<file path="src/rtl/fetch_pkg.sv">
// Shared types and constants for the instruction fetch queue.
// Optional build macro used by this slice: FETCH_QUEUE_PERF_EN (performance counters).
package fetch_pkg;

  localparam int FETCH_DATA_WIDTH = 20;
  localparam int FETCH_ADDR_WIDTH = 8;
  localparam int FETCH_DEPTH      = 4;
  localparam int FETCH_RESET_PC   = 0;
  localparam int PERF_WIDTH       = 16;

  // One buffered fetch: the instruction word and the PC it was fetched from.
  typedef struct packed {
    logic [FETCH_DATA_WIDTH-1:0] instr;
    logic [FETCH_ADDR_WIDTH-1:0] pc;
  } fetch_entry_t;

  // Saturating increment for the performance counters.
  function automatic logic [PERF_WIDTH-1:0] sat_inc(input logic [PERF_WIDTH-1:0] v);
    return (v == '1) ? v : v + PERF_WIDTH'(1);
  endfunction

endpackage

</file>
<file path="src/rtl/fetch_fifo.sv">
// Synchronous FIFO with single-cycle flush and an occupancy count.
// DEPTH must be a power of two so the pointers wrap naturally.
module fetch_fifo
  import fetch_pkg::*;
#(
  parameter int WIDTH = 28,
  parameter int DEPTH = FETCH_DEPTH,
  parameter int CNT_W = $clog2(DEPTH) + 1
) (
  input  logic             clk,
  input  logic             rst,
  input  logic             flush_i,
  input  logic             push_i,
  input  logic [WIDTH-1:0] push_data_i,
  input  logic             pop_i,
  output logic [WIDTH-1:0] head_data_o,
  output logic [CNT_W-1:0] count_o,
  output logic             empty_o
);

  localparam int PTR_W = $clog2(DEPTH);

  logic [WIDTH-1:0] mem_q [DEPTH];
  logic [PTR_W-1:0] wr_ptr_q, wr_ptr_d;
  logic [PTR_W-1:0] rd_ptr_q, rd_ptr_d;
  logic [CNT_W-1:0] count_q, count_d;

  // Pointer and occupancy next-state; flush overrides push and pop.
  always_comb begin
    // NOTE: every output of a combinational block gets a default first, otherwise paths that skip an assignment infer latches.
    wr_ptr_d = wr_ptr_q;
    rd_ptr_d = rd_ptr_q;
    count_d  = count_q;
    if (flush_i) begin
      wr_ptr_d = '0;
      rd_ptr_d = '0;
      count_d  = '0;
    end else begin
      if (push_i) wr_ptr_d = wr_ptr_q + PTR_W'(1);
      if (pop_i)  rd_ptr_d = rd_ptr_q + PTR_W'(1);
      case ({push_i, pop_i})
        2'b10:   count_d = count_q + CNT_W'(1);
        2'b01:   count_d = count_q - CNT_W'(1);
        default: count_d = count_q;
      endcase
    end
  end

  // Control state register.
  always_ff @(posedge clk) begin
    // NOTE: sequential state uses non-blocking assignments so every register samples pre-edge values.
    if (rst) begin
      wr_ptr_q <= '0;
      rd_ptr_q <= '0;
      count_q  <= '0;
    end else begin
      wr_ptr_q <= wr_ptr_d;
      rd_ptr_q <= rd_ptr_d;
      count_q  <= count_d;
    end
  end

  // Entry storage write.
  always_ff @(posedge clk) begin
    // NOTE: storage is deliberately not reset; an entry is only read once count says it was written.
    if (push_i && !flush_i) mem_q[wr_ptr_q] <= push_data_i;
  end

  assign head_data_o = mem_q[rd_ptr_q];
  assign count_o     = count_q;
  assign empty_o     = (count_q == '0);

endmodule

</file>
<file path="src/rtl/fetch_queue.sv">
// Instruction fetch stage: PC generation, request credit, squash on redirect,
// and a small FIFO presenting {instr, pc} to the datapath via valid/ready.
// Build macro: FETCH_QUEUE_PERF_EN adds perf_flush_count / perf_empty_cycles.
module fetch_queue
  import fetch_pkg::*;
#(
  parameter int                       DATA_WIDTH    = FETCH_DATA_WIDTH,
  parameter int                       ADDRESS_WIDTH = FETCH_ADDR_WIDTH,
  parameter int                       DEPTH         = FETCH_DEPTH,
  parameter logic [ADDRESS_WIDTH-1:0] RESET_PC      = ADDRESS_WIDTH'(FETCH_RESET_PC)
) (
  input  logic                     clk,
  input  logic                     rst,
  output logic                     imem_req,
  output logic [ADDRESS_WIDTH-1:0] imem_addr,
  input  logic [DATA_WIDTH-1:0]    imem_data,
  input  logic                     redirect_valid,
  input  logic [ADDRESS_WIDTH-1:0] redirect_pc,
  output logic                     out_valid,
  input  logic                     out_ready,
  output logic [DATA_WIDTH-1:0]    out_instr,
  output logic [ADDRESS_WIDTH-1:0] out_pc
`ifdef FETCH_QUEUE_PERF_EN
  ,
  output logic [PERF_WIDTH-1:0]    perf_flush_count,
  output logic [PERF_WIDTH-1:0]    perf_empty_cycles
`endif
);

  localparam int CNT_W = $clog2(DEPTH) + 1;

  typedef struct packed {
    logic [DATA_WIDTH-1:0]    instr;
    logic [ADDRESS_WIDTH-1:0] pc;
  } entry_t;

  logic [ADDRESS_WIDTH-1:0] fetch_pc_q, fetch_pc_d;
  logic                     resp_pending_q, resp_pending_d;
  logic [ADDRESS_WIDTH-1:0] resp_pc_q, resp_pc_d;
  logic [CNT_W-1:0]         fifo_count;
  logic                     fifo_empty;
  logic                     push;
  logic                     pop;
  entry_t                   push_entry;
  entry_t                   head_entry;

  // A request is issued only if the buffered plus in-flight words still leave a free slot,
  // so a response can always be written without checking for space.
  assign imem_req  = !rst && !redirect_valid
                     && ((fifo_count + CNT_W'(resp_pending_q)) < CNT_W'(DEPTH));
  assign imem_addr = fetch_pc_q;

  // A response landing in a redirect cycle belongs to the squashed path and is dropped.
  assign push       = resp_pending_q && !redirect_valid;
  assign pop        = out_valid && out_ready;
  assign push_entry = '{instr: imem_data, pc: resp_pc_q};

  // Fetch PC and in-flight response tracking; redirect beats sequential advance.
  always_comb begin
    fetch_pc_d     = fetch_pc_q;
    resp_pending_d = imem_req;
    resp_pc_d      = imem_addr;
    if (redirect_valid) begin
      fetch_pc_d     = redirect_pc;
      resp_pending_d = 1'b0;
    end else if (imem_req) begin
      fetch_pc_d = fetch_pc_q + ADDRESS_WIDTH'(1);
    end
  end

  // Fetch control registers; reset beats redirect.
  always_ff @(posedge clk) begin
    if (rst) begin
      fetch_pc_q     <= RESET_PC;
      resp_pending_q <= 1'b0;
      resp_pc_q      <= RESET_PC;
    end else begin
      fetch_pc_q     <= fetch_pc_d;
      resp_pending_q <= resp_pending_d;
      resp_pc_q      <= resp_pc_d;
    end
  end

  fetch_fifo #(
    .WIDTH ($bits(entry_t)),
    .DEPTH (DEPTH),
    .CNT_W (CNT_W)
  ) u_fifo (
    .clk         (clk),
    .rst         (rst),
    .flush_i     (redirect_valid),
    .push_i      (push),
    .push_data_i (push_entry),
    .pop_i       (pop),
    .head_data_o (head_entry),
    .count_o     (fifo_count),
    .empty_o     (fifo_empty)
  );

  // Outputs come from registered FIFO state only and are zeroed when nothing is buffered.
  assign out_valid = !fifo_empty;
  assign out_instr = out_valid ? head_entry.instr : '0;
  assign out_pc    = out_valid ? head_entry.pc    : '0;

`ifdef FETCH_QUEUE_PERF_EN
  logic [PERF_WIDTH-1:0] flush_cnt_q;
  logic [PERF_WIDTH-1:0] empty_cnt_q;

  // Saturating counts of redirect cycles and cycles with nothing to offer.
  always_ff @(posedge clk) begin
    if (rst) begin
      flush_cnt_q <= '0;
      empty_cnt_q <= '0;
    end else begin
      if (redirect_valid) flush_cnt_q <= sat_inc(flush_cnt_q);
      if (!out_valid)     empty_cnt_q <= sat_inc(empty_cnt_q);
    end
  end

  assign perf_flush_count  = flush_cnt_q;
  assign perf_empty_cycles = empty_cnt_q;
`endif

endmodule
</file>
<file path="config.mk">
export PLATFORM = sky130hd
export DESIGN_NAME = fetch_queue
export DESIGN_NICKNAME = d
export VERILOG_FILES = /design/src/rtl/fetch_pkg.sv /design/src/rtl/fetch_fifo.sv /design/src/rtl/fetch_queue.sv
export SDC_FILE = /design/constraint.sdc
export NUM_CORES = 1
export LEC_CHECK = 0
export BUFFER_PORTS_ARGS = -buffer_cell sky130_fd_sc_hd__buf_2
export CAP_MARGIN = 20
export CORE_MARGIN = 4
export CORE_UTILIZATION = 44
export CTS_CLUSTER_SIZE = 14
export DETAILED_ROUTE_END_ITERATION = 8
export HOLD_SLACK_MARGIN = 0.05
export MAX_ROUTING_LAYER = met4
export REMOVE_ABC_BUFFERS = 1
export SETUP_SLACK_MARGIN = 0.4
export SYNTH_ARGS = -nofsm -noshare
export SYNTH_HDL_FRONTEND = slang
export SYNTH_HIERARCHICAL = 1
export SYNTH_SLANG_ARGS = --single-unit
</file>
<file path="constraint.sdc">
create_clock -name clk -period 2.75 [get_ports clk]
set_input_delay 0.55 -clock clk [delete_from_list [all_inputs] [get_ports clk]]
set_output_delay 0.55 -clock clk [all_outputs]
set_load 0.02 [all_outputs]
</file>
==> metrics.txt, run 1 <==
Worst setup EP type=output pin; Tot Pwr=~4.7 mW; GRT Residual Overflow=0; CTS tree=yes; Max Fclk=411 MHz; crit-path max FO=14; leading area contributor after synthesis=edfxtp_1; drt first pass iters=4; DRT antenna net count=0; die area=14200 um2; initial antenna violation count=0; largest net degree at the start of global routing=30; Place WS=0.474 ns; sequential share of the synthesized area=71.2%; Register Area=3890 um2; vias per cell=4.98; port buffer count=69; Die X=119 um; #FFs+latches synth=between 100 and 150; fill cell count=969; Top-Level Pins=70; post-route clock period utilization=88.5%; CP max-delay cell=mux4_1; yosys warns=6; RSZ-0062 raised after global routing=true; NumNets Final=430; GRT Util Overall=15.1%; Cell Pwr Density=slightly below 700 nW/um2; CTS Root Cell=clkbuf_16; post-synth top area share=61.6%; Num CTS Buffers=17; Max Cap Viol=0; multi-input logic area=roughly 1400 um2; status=completed; Worst Path Arrival=1.88 ns; clock sink count=138; global-route wire length before repair=between 15 and 20 mm; number of global-route vias before repair=roughly 2900; Area Growth Syn to Fin=23.3%; M1 GR Usage=18.8%; Fin. Hold Viols=0; Routability Congestion=0.817; Cell variety after synth=34; met3 usage=5.56%; Critical Path Max Stage Delay=0.59 ns; CP delay by family, top=multiplexers; post-DP HPWL=5.40 mm; synthesized instance count=307; Buf/Inv on CP=2; Worst EP required=2.20 ns; ranking of synthesized cells by area=edfxtp_1 62%, dfxtp_1 9.5%, mux4_2 8.3%; CTS max path bufs=2; crit path cell chain=buf_12, mux4_1, nor2b_1, buf_2; # diodes=0; Core ar.=12100 um2; total number of vias=about 2800; GR met2 Demand/Resource=22.7%; WS Path Type=reg2out; leakage=2.38 nW; Startpoint Class=flop; DRT Wirelength=9.60 mm; initial DRC count=between 150 and 200; Worst Tran Pin Value=0.419 ns; Post-route DRC=0; die span in y=about 120 um; Reg clk slew, reported paths=0.05 ns; Top Usage Layer GRT=met2; H-Tree Depth=4; maximum vdd drop=0.479 mV; Worst Skew=0.00538 ns; DR WL/cell=16.8 um; Cell Area, Synth=about 5500 um2; clock period minus worst slack=2.43 ns; Slew headroom=a little over 70%; Final WS setup=0.316 ns; Mean Syn Cell Area=between 15 and 20 um2; Std-Cell Rows=40; clock latency on the worst-skew pair=0.41 ns; Hold Crit Class=in2reg; initial core utilization=around 45%; share of cells above drive strength 1=33.2%; final setup violation count=0; Pins Over Slew Limit=0
==> registers in the layout, summed over array words and instances (netlist names), named ones only <==
name,flops
imem_addr,8
resp_pc_q,8
resp_pending_q,1
u_fifo/count_o,3
u_fifo/mem_q,112
u_fifo/rd_ptr_q,2
u_fifo/wr_ptr_q,2
==> area by class of cell <==
| type | instances | share of cell area (%) |
|---|---|---|
| inverters | 12 | 0.670 |
| clock inverters | 14 | 2.31 |
| flip-flops and latches | 138 | 57.8 |
| multi-input cells | 142 | 21.5 |
| well taps | 168 | 3.12 |
| repair buffers | 80 | 8.24 |
| clock buffers | 18 | 6.38 |
==> where the power goes <==
group,internal (mW),switching (mW)
sequential,2.28,0.0234
combinational,0.0670,0.0906
clock,1.41,0.798
total,3.76,0.912
==> worst paths after layout <==
kind                    endpoint               from  slack (ns)  cells past startpoint
max                out_instr[19]               flop        0.32                      4
min reg2reg   u_fifo/mem_q[3][5]       resp_pc_q[5]        0.47                      0
min          u_fifo/mem_q[3][16]       imem_data[8]        0.35                      1
max reg2reg    u_fifo/count_o[2]  u_fifo/count_o[2]        0.50                      8
==> logic make-up (layout without fill, tap and decap cells) <==
| kind of cell | after synthesis | in the layout | synth area share (%) |
|---|---|---|---|
| compound gates | 18 | 18 | 2.29 |
| xor+xnor | 8 | 8 | 1.28 |
| fa+ha+maj | 7 | 7 | 1.74 |
| buf+inv | 27 | 124 | 2.82 |
| flops | 138 | 138 | 71.2 |
| mux | 30 | 30 | 12.5 |
| simple gates | 79 | 79 | 8.21 |
==> synth_stat cells <==
| library cell | n |
|---|---|
| or3_1 | 4 |
| or4_1 | 1 |
| mux4_1 | 8 |
| xor2_1 | 4 |
| mux2i_1 | 2 |
| a31oi_1 | 1 |
| and2_1 | 4 |
| and3_1 | 1 |
| nor2_1 | 15 |
| o31a_1 | 1 |
| o21ai_0 | 4 |
| a211oi_1 | 2 |
| a311oi_1 | 4 |
| or2_2 | 1 |
| o31ai_1 | 1 |
| nand3_1 | 4 |
| inv_1 | 12 |
| clkbuf_1 | 7 |
| buf_2 | 4 |
| nand2_1 | 3 |
| edfxtp_1 | 112 |
| ha_1 | 6 |
| buf_6 | 2 |
| and4_1 | 3 |
| mux4_2 | 20 |
| xnor2_1 | 4 |
| buf_12 | 2 |
| nand3b_1 | 1 |
| a21oi_1 | 3 |
| nor3_1 | 5 |
| nor2b_1 | 37 |
| dfxtp_1 | 26 |
| fa_1 | 1 |
| a2111oi_0 | 2 |
==> routing by layer <==
layer | wire [um] | up-vias
met2 | 4670 | 76
li1 | - | 1361
met1 | 4250 | 1396
met5 | 0 | -
met4 | 148 | 0
met3 | 526 | 15
==> cells in the final DEF (no fill, tap or decap), drive strengths merged <==
master,n
or4,1
mux2i,2
a311oi,4
and2,4
a211oi,2
mux4,28
xnor2,4
inv,12
a21oi,3
nand3,4
and4,3
and3,1
nor2b,37
or3,4
nand3b,1
nand2,3
or2,1
clkbuf,18
clkinv,11
fa,1
o21ai,4
a31oi,1
xor2,4
dfxtp,26
a2111oi,2
o31a,1
buf,80
edfxtp,112
bufinv,3
o31ai,1
nor2,15
nor3,5
ha,6
==> through the flow <==
stage / cell area (um2) / utilization (%) / hold WS, ns / cells / setup TNS, ns
after floorplan: 5350 / - / 0.438 / 292 / -2.40
after global placement: 6030 / 50.0 / 0.451 / 536 / 0
after detailed placement: 6030 / 50.0 / 0.458 / 536 / 0
after CTS: 6700 / 55.6 / 0.329 / 572 / 0
after global routing: 6730 / 55.8 / 0.335 / 572 / 0
final: 6730 / 55.8 / 0.353 / 572 / 0
==> what timing repair did <==
item                                   CTS  global route
pin swaps                                0             0
gates cloned                             2             0
endpoints found under the hold margin    0             0
setup endpoints to repair               29            30
resized for setup                        4             6
setup buffers                            2             0
hold buffers                             0             0
No activity file was read; power rests on OpenSTA's default activity.
==> run 2: changes to the inputs <==
==> constraint.sdc (replaced) <==
create_clock -name clk -period 3 [get_ports clk]
set_input_delay 0.6 -clock clk [delete_from_list [all_inputs] [get_ports clk]]
set_output_delay 0.6 -clock clk [all_outputs]
set_load 0.02 [all_outputs]
==> metrics.txt, run 2 (synthesized netlist as in run 1, its figures left out) <==
Worst EP required=roughly 2.4 ns; Reg clk slew, reported paths=0.06 ns; DR WL/cell=16.7 um; max FFs per register=112; Worst setup EP type=output pin; clock sink count=138; CTS tree=yes; share of cells above drive strength 1=33.9%; Std-Cell Rows=40; hold buffer count at cts=0; most frequent cells in the layout=112 x edfxtp_1, 69 x buf_2, 37 x nor2b_1; combinational share of power=3.4%; H-Tree Depth=4; DRT antenna net count=0; NumNets Final=430; Routability Congestion=0.778; Max Cap Viol=0; final setup violation count=0; Post-route DRC=0; initial antenna violation count=0; Area Growth Syn to Fin=20.8%; Worst Skew=0.00809 ns; WS Path Type=reg2out; largest net degree at the start of global routing=30; post-DP HPWL=between 5 and 6 mm; most common cell after layout, fill and taps aside=edfxtp_1; die area=14200 um2; fill cell count=945; GRT Util Overall=14.6%; Placed Cells=538; Pins Over Slew Limit=0; global-route wire length before repair=about 15 mm; CTS Root Cell=clkbuf_16; multi-input logic area=around 1400 um2; crit-path max FO=12; CTS max path bufs=2; Hold Crit Class=in2reg; initial core utilization=45.2%; drt first pass iters=4; RSZ-0062 raised after global routing=false; vias per cell=4.99; final setup TNS=0 ns; Flop pwr share=50.5%; clock period minus worst slack=around 2.5 ns; Top-Level Pins=70; die span in y=approximately 120 um; number of global-route vias before repair=2962; Pint=between 3 and 4 mW; Worst Tran Pin Value=~0.45 ns; Worst Path Arrival=roughly 1.9 ns; initial DRC count=153; Psw=844 uW; Register Area=3890 um2; Startpoint Class=flop; Core ar.=12100 um2; Tot Pwr=4.19 mW; GRT Residual Overflow=0; Fin. Hold Viols=0; port buffer count=69; total number of vias=2852; post-route clock period utilization=82.7%; maximum vdd drop=0.372 mV; Die X=119 um; # diodes=0; status=completed; DRT Wirelength=around 9.5 mm; Max Fclk=403 MHz; fin area=6590 um2; clock share of power=46.2%; Cell Pwr Density=635 nW/um2; placed cell area=about 6000 um2; Non-Filler Instances=572; clock latency on the worst-skew pair=0.41 ns; Num CTS Buffers=17; Slew headroom=69.7%; largest reg by FF count=u_fifo/mem_q; Core Util, Final=54.6%; leakage=around 2.3 nW; Sw Ratio=between 20% and 30%
## run 2: worst paths after layout
kind,startpoint,cells after the start,end,slack (ns)
hold reg to reg,resp_pc_q[5],0,u_fifo/mem_q[0][5],0.48
hold / removal,imem_data[8],1,u_fifo/mem_q[2][16],0.41
setup reg to reg,u_fifo/count_o[2],8,u_fifo/count_o[2],0.80
setup / recovery,flop,4,out_instr[19],0.52
## run 2: through the flow
step | hold slack [ns] | setup slack, ns
after floorplan | 0.438 | -0.206
after global placement | 0.454 | 0.649
after detailed placement | 0.476 | 0.599
after CTS | 0.391 | 0.468
after global routing | 0.394 | 0.412
final | 0.411 | 0.519
## run 2: routing by layer
layer	global-route usage [%]	vias up	wire [um]
li1	-	1350	-
met1	18.9	1422	4520
met2	21.6	73	4450
met3	5.22	7	476
met4	4.72	0	85
met5	-	-	0
## run 2: cell type report
class,instances,share of cell area [%]
clock buffer,22,7.69
clock inverter,10,0.949
inverter,12,0.684
multi-input combinational,142,21.8
sequential,138,59.0
tap,168,3.19
timing repair buffer,80,6.74
## run 2: repair_timing
item / in CTS / in global routing
setup buffers: 2 / 0
setup endpoints to repair: 21 / 0
resized for setup: 3 / 0
## run 2: worst max-delay path, cell delays in order (launching register included)
cell and delay, ns:
dfxtp_4 0.41, buf_12 0.17, mux4_1 0.57, nor2b_1 0.14, buf_2 0.17
## run 2: power by group through the flow
stage	clock network (mW)	registers, mW	logic [mW]
2_1_floorplan	0	2.16	0.0640
3_3_place_gp	0	2.15	0.141
3_5_place_dp	0	2.15	0.143
4_1_cts	1.98	2.11	0.145
5_1_grt	2.07	2.12	0.157
6_report	1.93	2.11	0.142
==> run 3: changes to the inputs <==
==> constraint.sdc (replaced) <==
create_clock -name clk -period 2.3 [get_ports clk]
set_input_delay 0.46 -clock clk [delete_from_list [all_inputs] [get_ports clk]]
set_output_delay 0.46 -clock clk [all_outputs]
set_load 0.02 [all_outputs]
==> metrics.txt, run 3 (synthesized netlist as in run 1, its figures left out) <==
Reg clk slew, reported paths=around 0.05 ns; initial core utilization=45.2%; Num CTS Buffers=17; max FFs per register=112; final setup violation count=3; Max Fclk=433 MHz; NumNets Final=444; initial DRC count=155; Core ar.=12100 um2; Fin. Hold Viols=0; Startpoint Class=flop; CP max-delay cell=mux4_2; most common cell after layout, fill and taps aside=edfxtp_1; Worst Path Arrival=1.85 ns; Placed Cells=538; Worst EP required=about 1.8 ns; die span in y=119 um; CTS Root Cell=clkbuf_16; Place WS=0.163 ns; Worst Skew=0.00694 ns; hold buffer count at cts=0; largest net degree at the start of global routing=29; Worst Tran Pin Value=0.376 ns; Post-route DRC=0; Die X=119 um; final setup TNS=-0.0120 ns; CTS max path bufs=2; GRT Util Overall=15.9%; largest reg by FF count=u_fifo/mem_q; global-route wire length before repair=16.6 mm; post-route clock period utilization=100%; crit path cell chain=buf_16, mux4_2, nor2b_1, buf_2; Slew headroom=between 70% and 80%; fill cell count=roughly 940; port buffer count=69; WS Path Type=reg2out; clock sink count=138; Critical Path Max Stage Delay=0.50 ns; Top-Level Pins=70; Std-Cell Rows=40; CP delay by family, top=multiplexers; post-DP HPWL=5.51 mm; # diodes=0; drt first pass iters=4; Tot Pwr=5.25 mW; clock period minus worst slack=2.31 ns; Worst setup EP type=output pin; most frequent cells in the layout=112 x edfxtp_1, 54 x buf_2, 28 x nor2b_1, 28 x mux4_2, 22 x dfxtp_1; Max Cap Viol=0; Area Growth Syn to Fin=27.8%; clock latency on the worst-skew pair=0.41 ns; leakage=~2.5 nW; Hold Crit Class=in2reg; H-Tree Depth=4; RSZ-0062 raised after global routing=true; Non-Filler Instances=slightly below 600; DR WL/cell=17.5 um; number of global-route vias before repair=roughly 3000; GRT Residual Overflow=0; Final WS setup=-0.00878 ns; failing checks=negative setup slack; Buf/Inv on CP=2; Routability Congestion=between 0.7 and 0.8; Pins Over Slew Limit=0; CTS tree=yes; status=finished, violations left; crit-path max FO=7; Cell Pwr Density=753 nW/um2; share of cells above drive strength 1=41.1%; vias per cell=4.89; Core Util, Final=57.8%; total number of vias=about 2900; initial antenna violation count=0; DRT antenna net count=0; DRT Wirelength=10.3 mm; die area=14200 um2; maximum vdd drop=0.509 mV
run 3: worst register-to-register path, stage by stage (launching register included):
cell	delay [ns]
dfxtp_4	0.37
nor3_4	0.05
buf_12	0.13
buf_4	0.13
nor2b_4	0.14
ha_4	0.15
inv_2	0.04
fa_2	0.34
xor2_2	0.16
or3_4	0.33
a21oi_2	0.13
run 3: metal layers:
metal | track usage, % | part of all wire, %
met5 | - | 0
met4 | 5.80 | 1.5
met3 | 4.80 | 4.9
met2 | 24.9 | 49
met1 | 19.8 | 45
run 3: final timing paths:
check	endpoint	slack, ns	depth (start not counted)	startpoint
setup / recovery	out_instr[5]	-0.009	4	flop
hold / removal	u_fifo/mem_q[0][13]	0.26	1	imem_data[5]
setup reg to reg	u_fifo/count_o[2]	0.26	10	u_fifo/count_o[1]
hold reg to reg	u_fifo/mem_q[1][4]	0.47	0	resp_pc_q[4]
run 3: stage by stage:
stage | hold WS, ns | instance area, um2
finish | 0.265 | 6970
global route | 0.249 | 6970
CTS | 0.250 | 6870
global placement | 0.450 | 6050
floorplan | 0.438 | 5350
detailed placement | 0.472 | 6050
run 3: what timing repair did:
action                     in CTS  in global routing
resized for setup              62                 16
setup endpoints to repair      31                 33
gates cloned                    5                  0
buffers inserted                8                  3
pin swaps                       7                  9
run 3: cell type report:
type	count	area [um2]	share of cell area (%)
Inverter	12	47.5	0.682
Clock buffer	20	437	6.26
Timing Repair Buffer	94	812	11.6
Clock inverter	12	58.8	0.843
Multi-Input combinational cell	142	1510	21.6
Tap cell	168	210	3.01
Sequential cell	138	3900	55.9
run 3: power breakdown:
part / internal, mW / switching (mW) / total, mW
Clock: 1.34 / 0.922 / 2.26
Combinational: 0.109 / 0.122 / 0.231
Sequential: 2.73 / 0.0290 / 2.75
Total: 4.18 / 1.07 / 5.25
